### src/rtl/wb_arbiter.sv
// wb_arbiter: round-robin Wishbone arbiter, NUM_MASTERS masters onto one slave port.
//
// Ports:
//   wb_clk_i, wb_rst_i   clock, asynchronous active-high reset
//   wbm_*_i / wbm_*_o    flattened master-side buses, master k at slice k
//   wbs_*_o / wbs_*_i    slave-side bus toward the downstream interconnect
//   grant_o              one-hot current owner, zero while idle
//
// A grant is registered one cycle after a request. It is held until the owner
// drops cyc. A watchdog aborts a stalled strobe after TIMEOUT cycles by
// erroring the owner for one cycle. TIMEOUT=0 disables the watchdog.
module wb_arbiter #(
    parameter int NUM_MASTERS = 2,
    parameter int TIMEOUT     = 255
) (
    input  logic                       wb_clk_i,
    input  logic                       wb_rst_i,
    input  logic [NUM_MASTERS*32-1:0]  wbm_adr_i,
    input  logic [NUM_MASTERS*32-1:0]  wbm_dat_i,
    input  logic [NUM_MASTERS*4-1:0]   wbm_sel_i,
    input  logic [NUM_MASTERS-1:0]     wbm_we_i,
    input  logic [NUM_MASTERS-1:0]     wbm_cyc_i,
    input  logic [NUM_MASTERS-1:0]     wbm_stb_i,
    input  logic [NUM_MASTERS*3-1:0]   wbm_cti_i,
    input  logic [NUM_MASTERS*2-1:0]   wbm_bte_i,
    output logic [NUM_MASTERS*32-1:0]  wbm_dat_o,
    output logic [NUM_MASTERS-1:0]     wbm_ack_o,
    output logic [NUM_MASTERS-1:0]     wbm_err_o,
    output logic [NUM_MASTERS-1:0]     wbm_rty_o,
    output logic [31:0]                wbs_adr_o,
    output logic [31:0]                wbs_dat_o,
    output logic [3:0]                 wbs_sel_o,
    output logic                       wbs_we_o,
    output logic                       wbs_cyc_o,
    output logic                       wbs_stb_o,
    output logic [2:0]                 wbs_cti_o,
    output logic [1:0]                 wbs_bte_o,
    input  logic [31:0]                wbs_dat_i,
    input  logic                       wbs_ack_i,
    input  logic                       wbs_err_i,
    input  logic                       wbs_rty_i,
    output logic [NUM_MASTERS-1:0]     grant_o
);

    localparam int IW  = $clog2(NUM_MASTERS);
    // Keep the counter at least one bit wide so TIMEOUT=0 still elaborates.
    localparam int WDW = (TIMEOUT > 0) ? $clog2(TIMEOUT + 1) : 1;
    localparam logic [WDW-1:0] WD_LAST = (TIMEOUT > 0) ? WDW'(TIMEOUT - 1) : '0;
    localparam logic [IW:0]    NM      = (IW + 1)'(NUM_MASTERS);

    typedef enum logic [1:0] {IDLE, BUSY, ABORT} state_t;

    state_t                 state_q;
    logic [IW-1:0]          idx_q;
    logic [IW-1:0]          last_q;
    logic [NUM_MASTERS-1:0] grant_q;
    logic [WDW-1:0]         wd_q;

    logic [IW-1:0] win;
    logic [IW:0]   cand;
    logic          found;

    // Round-robin search starting just after the last owner.
    always_comb begin
        win   = last_q;
        cand  = '0;
        found = 1'b0;
        for (int i = 1; i <= NUM_MASTERS; i++) begin
            cand = {1'b0, last_q} + (IW + 1)'(i);
            if (cand >= NM) cand = cand - NM;
            if (!found && wbm_cyc_i[cand[IW-1:0]]) begin
                win   = cand[IW-1:0];
                found = 1'b1;
            end
        end
    end

    logic cyc_g, stb_g, term, busy_on, route, stalled;

    assign cyc_g   = wbm_cyc_i[idx_q];
    assign stb_g   = wbm_stb_i[idx_q];
    assign term    = wbs_ack_i | wbs_err_i | wbs_rty_i;
    // Reset gates the bus directly so it drops in the same cycle it rises.
    assign busy_on = (state_q == BUSY) && cyc_g && !wb_rst_i;
    assign route   = (state_q != IDLE) && !wb_rst_i;
    // A termination in the same cycle as the last stall clears the watchdog.
    assign stalled = busy_on && stb_g && !term;

    always_ff @(posedge wb_clk_i or posedge wb_rst_i) begin
        if (wb_rst_i) begin
            state_q <= IDLE;
            grant_q <= '0;
            idx_q   <= '0;
            last_q  <= IW'(NUM_MASTERS - 1);
            wd_q    <= '0;
        end else begin
            case (state_q)
                IDLE: begin
                    wd_q <= '0;
                    if (|wbm_cyc_i) begin
                        idx_q   <= win;
                        grant_q <= NUM_MASTERS'(1) << win;
                        state_q <= BUSY;
                    end
                end
                BUSY: begin
                    if (!cyc_g) begin
                        state_q <= IDLE;
                        grant_q <= '0;
                        last_q  <= idx_q;
                        wd_q    <= '0;
                    end else if (stalled && (TIMEOUT > 0)) begin
                        // Counter reads TIMEOUT during the abort cycle itself.
                        wd_q <= wd_q + 1'b1;
                        if (wd_q == WD_LAST) state_q <= ABORT;
                    end else begin
                        wd_q <= '0;
                    end
                end
                ABORT: begin
                    wd_q <= '0;
                    if (cyc_g) begin
                        state_q <= BUSY;
                    end else begin
                        state_q <= IDLE;
                        grant_q <= '0;
                        last_q  <= idx_q;
                    end
                end
                default: state_q <= IDLE;
            endcase
        end
    end

    assign grant_o   = grant_q;
    assign wbm_dat_o = {NUM_MASTERS{wbs_dat_i}};

    always_comb begin
        wbs_adr_o = '0;
        wbs_dat_o = '0;
        wbs_sel_o = '0;
        wbs_we_o  = 1'b0;
        wbs_cti_o = '0;
        wbs_bte_o = '0;
        if (route) begin
            wbs_adr_o = wbm_adr_i[int'(idx_q)*32 +: 32];
            wbs_dat_o = wbm_dat_i[int'(idx_q)*32 +: 32];
            wbs_sel_o = wbm_sel_i[int'(idx_q)*4 +: 4];
            wbs_we_o  = wbm_we_i[idx_q];
            wbs_cti_o = wbm_cti_i[int'(idx_q)*3 +: 3];
            wbs_bte_o = wbm_bte_i[int'(idx_q)*2 +: 2];
        end
        wbs_cyc_o = busy_on;
        wbs_stb_o = busy_on && stb_g;
    end

    // Terminations reach only the owner; ABORT drops slave terminations.
    always_comb begin
        wbm_ack_o = '0;
        wbm_err_o = '0;
        wbm_rty_o = '0;
        wbm_ack_o[idx_q] = busy_on && wbs_ack_i;
        wbm_rty_o[idx_q] = busy_on && wbs_rty_i;
        wbm_err_o[idx_q] = (busy_on && wbs_err_i) || ((state_q == ABORT) && !wb_rst_i);
    end

endmodule

### config.mk
export PLATFORM = sky130hd
export DESIGN_NAME = wb_arbiter
export DESIGN_NICKNAME = d
export VERILOG_FILES = /design/src/rtl/wb_arbiter.sv
export SDC_FILE = /design/constraint.sdc
export NUM_CORES = 1
export LEC_CHECK = 0
export ABC_AREA = 0
export CORE_AREA = 4 4 127 129
export DETAILED_ROUTE_END_ITERATION = 7
export DIE_AREA = 0 0 131 133
export PLACE_DENSITY = 0.63
export SETUP_SLACK_MARGIN = 0.2
export SYNTH_ARGS = -nofsm -noshare
export SYNTH_HDL_FRONTEND = slang
export SYNTH_SLANG_ARGS = --single-unit
### constraint.sdc
create_clock -name wb_clk_i -period 2.3 [get_ports wb_clk_i]
set_input_delay 0.23 -clock wb_clk_i [delete_from_list [all_inputs] [get_ports wb_clk_i]]
set_output_delay 0.23 -clock wb_clk_i [all_outputs]
set_load 0.005 [all_outputs]
==> summary.txt, run 1 <==
CP Cell Sequence = mux2_4 -> and2_4 -> a21oi_2 -> buf_4 -> nor3_1 -> dlygate4sd2_1
DIE AREA = 0.01742 sq mm
Internal power = 2.188 mW
Clock power frac = 0.103
Port buffer count = 240
Mapped Area = 0.002554 sq mm
H-tree depth = 1
CP max stage delay = 0.53 ns
Core area = 0.01503 sq mm
Synth Flop Type = dfrtp_1
Placement row count = 45
Max-capacitance violation count = 0
Post-synthesis compound-gate area fraction = 0.04900
Post-route minimum period = 2.072 ns
Worst slew pin tran = 0.4559 ns
Crit path kind = flop to primary output
Antenna-violating nets left = 0
Adder-cell share of the synthesized area = 0.03430
Synth unique cells = 38
Fraction of final layout cells sized beyond drive strength 1 = 0.1704
DR iter-0 viols = 78
Multiplexer share of the synthesized area = 0.3116
Switching pwr = 1.406 mW
Drt pass-1 iters = 6
Delay-heaviest family, CP = flip-flops
Post-DR vias/cell = 4.240
Switching Share = 0.3912
Share of async-settable or async-resettable flops after synthesis = 1.000
First-pass GRT wire length = 18,370 microns
Worst setup SP type = flop
Antenna diodes = 0
Worst-skew pair later-pin latency = 0.24 ns
Die height = 133 microns
Worst Hold Class = primary input to primary output
Area share of the largest cell type after synthesis = 0.2940
Starting Density = 0.1699
P_leak = 2.463 nW
Power Density = 722.1 mW/mm^2
Post-synth EDFFs = 0
Combinational power share = 0.801
Number of global-route vias before repair = 3,254
Period Utilization, post-route = 0.9007
Critical path arrival = 1.84 ns
Pin count of the biggest net entering global routing = 33
Hold Fails Final Rpt = 0
TritonCTS clock tree = yes
Most common cell in the netlist = nor2_1
Final Setup Violations = 0
Simple-gate share of the synthesized area = 0.2239
Chip Width = 131 microns
GPL Wtd Cong = 0.8511
Post-Syn Instances = 341
CP Buf/Inv Count = 2
Final nets = 731
FF+latch count, synth = 14
Largest area contributor in the netlist = mux2i_1
DR WL/cell = 17.66 microns
Top cells by area, synth = mux2i_1 (29%), buf_4 (19%), dfrtp_1 (13%), nor2_1 (12%), ha_1 (3.4%)
Warnings, synthesis = 0
Peak supply drop = 0.4012 mV
Syn Area/Cell = 7.489 sq um
Crit-path slowest cell = dfrtp_4
CTS Buf Count = 3
I/O pin total = 337
Status = finished, final reports clean
Commonest cells in the netlist = nor2_1 (82), mux2i_1 (75), buf_4 (64)
Layout area overhead = 94.86%
Fin. max-slew vios = 0
Crit end category = primary output
Skew final = 0.003509 ns
Clock transition at the registers of the reported paths = 0.05 ns
Root Buffer = clkbuf_16
DRC viols = 0
Main combinational cell family by area after synthesis = multiplexers
Drt total wl = 12,750 microns
Longest Clk Path Bufs = 2
Setup TNS = 0 ns
GR Overflow Total = 0
Sequential share of power = 0.096
RSZ-0062 raised after global routing = yes
Post-Synth XOR/XNOR Area = 0.006859
Sequential area share after synthesis = 0.1377
Syn nets = 537
Total global-route track usage = 0.1352
Clock sink total = 14
Rel. slew slack = 0.6874
Initial antenna violation count = 0
Dpl hpwl = 10,200 microns
Worst EP required = 2.07 ns
Vias = 3,061
Max Clk Rate = 482.7 MHz
Total power draw = 3.593 mW
Worst Path Max Fanout = 4
sequential cells by signal (all words and copies together) (netlist names):
signal	cells
idx_q	1
state_q	2
last_q	1
grant_o	2
wd_q	8
cells in the final DEF, fill, tap and decap left out, types with 2 or more instances in the layout:
master,count
clkdlybuf4s50_1,159
nor2_1,76
mux2i_1,72
dlygate4sd2_1,45
clkbuf_2,30
buf_4,22
nand2_1,12
dfrtp_1,12
inv_1,8
nand3_1,7
nor2_2,6
ha_1,6
o21ai_1,5
nor3_1,5
dlymetal6s2s_1,5
and3_1,4
bufbuf_16,4
buf_12,4
mux2i_2,3
nand4_1,3
a21oi_1,3
mux2_2,3
o21ai_0,3
clkbuf_16,3
a31oi_1,2
xnor2_1,2
a32o_1,2
buf_2,2
final timing paths:
kind | from | endpoint | slack (ns) | depth (start not counted)
worst min register to register | grant_o[0] | grant_o[0] | 0.51 | 1
worst min-delay path | wbs_dat_i[24] | wbm_dat_o[24] | 0.46 | 0
worst max-delay path | idx_q | wbm_err_o[0] | 0.23 | 6
min in group asynchronous | wb_rst_i | grant_o[0] | 0.55 | 4
max in group asynchronous | wb_rst_i | last_q | 1.51 | 4
worst max register to register | idx_q | state_q[0] | 0.26 | 6
what timing repair did:
item / CTS / global route
pin swaps: 2 / 4
setup buffers: 6 / 4
cloned: 4 / 1
hold buffers: 0 / 0
endpoints found under the setup margin: 81 / 70
endpoints found under the hold margin: 0 / 0
gates resized for setup: 88 / 77
through the flow:
step	util	hold WS [ns]	setup WS, ns	cells	cell area [sq um]
floorplan	-	0.1237	0.3729	341	2554
global placement	0.3180	0.4601	0.1397	703	4781
detailed placement	0.3180	0.4601	0.07787	703	4781
CTS	0.3331	0.4601	0.06857	717	5007
global route	0.3310	0.4600	0.1605	722	4976
finish	0.3310	0.4600	0.2285	722	4976
layer usage:
metal | vias up | global-route usage | part of all wire
li1 | 1468 | - | -
met1 | 1388 | 0.1589 | 0.38
met2 | 189 | 0.2345 | 0.51
met3 | 16 | 0.05006 | 0.093
met4 | 0 | 0.02514 | 0.020
met5 | - | 0 | 0
kinds of logic after synthesis:
kind of cell,Yosys count
AND/OR/NAND/NOR,127
AO/OA/AOI/OAI,20
buffers and inverters,92
adder cells (fa/ha/maj),7
flip-flops,14
XOR/XNOR,2
multiplexers,79
final cells by class:
cell class | count | area [sq um]
Multi-Input combinational cell | 235 | 1644
Inverter | 8 | 30.03
Tap cell | 188 | 235.2
Clock buffer | 4 | 88.84
Sequential cell | 14 | 355.3
Fill cell | 1591 | 10060
Timing Repair Buffer | 273 | 2623
worst register-to-register path: stages, from the launching register on:
cell and delay (ns):
dfrtp_4 0.53, buf_12 0.15, buf_16 0.15, mux2i_2 0.20
nor4_1 0.44, o21bai_1 0.15, mux2_2 0.30
power by group through the flow:
stage / logic (mW) / clock network [mW] / registers [mW]
3_5_place_dp: 2.65 / 0 / 0.338
2_1_floorplan: 1.41 / 0 / 0.329
5_1_grt: 3.10 / 0.388 / 0.352
6_report: 2.88 / 0.370 / 0.346
4_1_cts: 2.85 / 0.381 / 0.353
3_3_place_gp: 2.61 / 0 / 0.333
Note: power is estimated with default switching activity, not from simulation.
==> inputs of run 2 (changes only) <==
CTS_CLUSTER_DIAMETER = 40   (was default)
==> results of run 2 <==
Same layout as run 1: the final DEF is identical, and so are final timing and power.
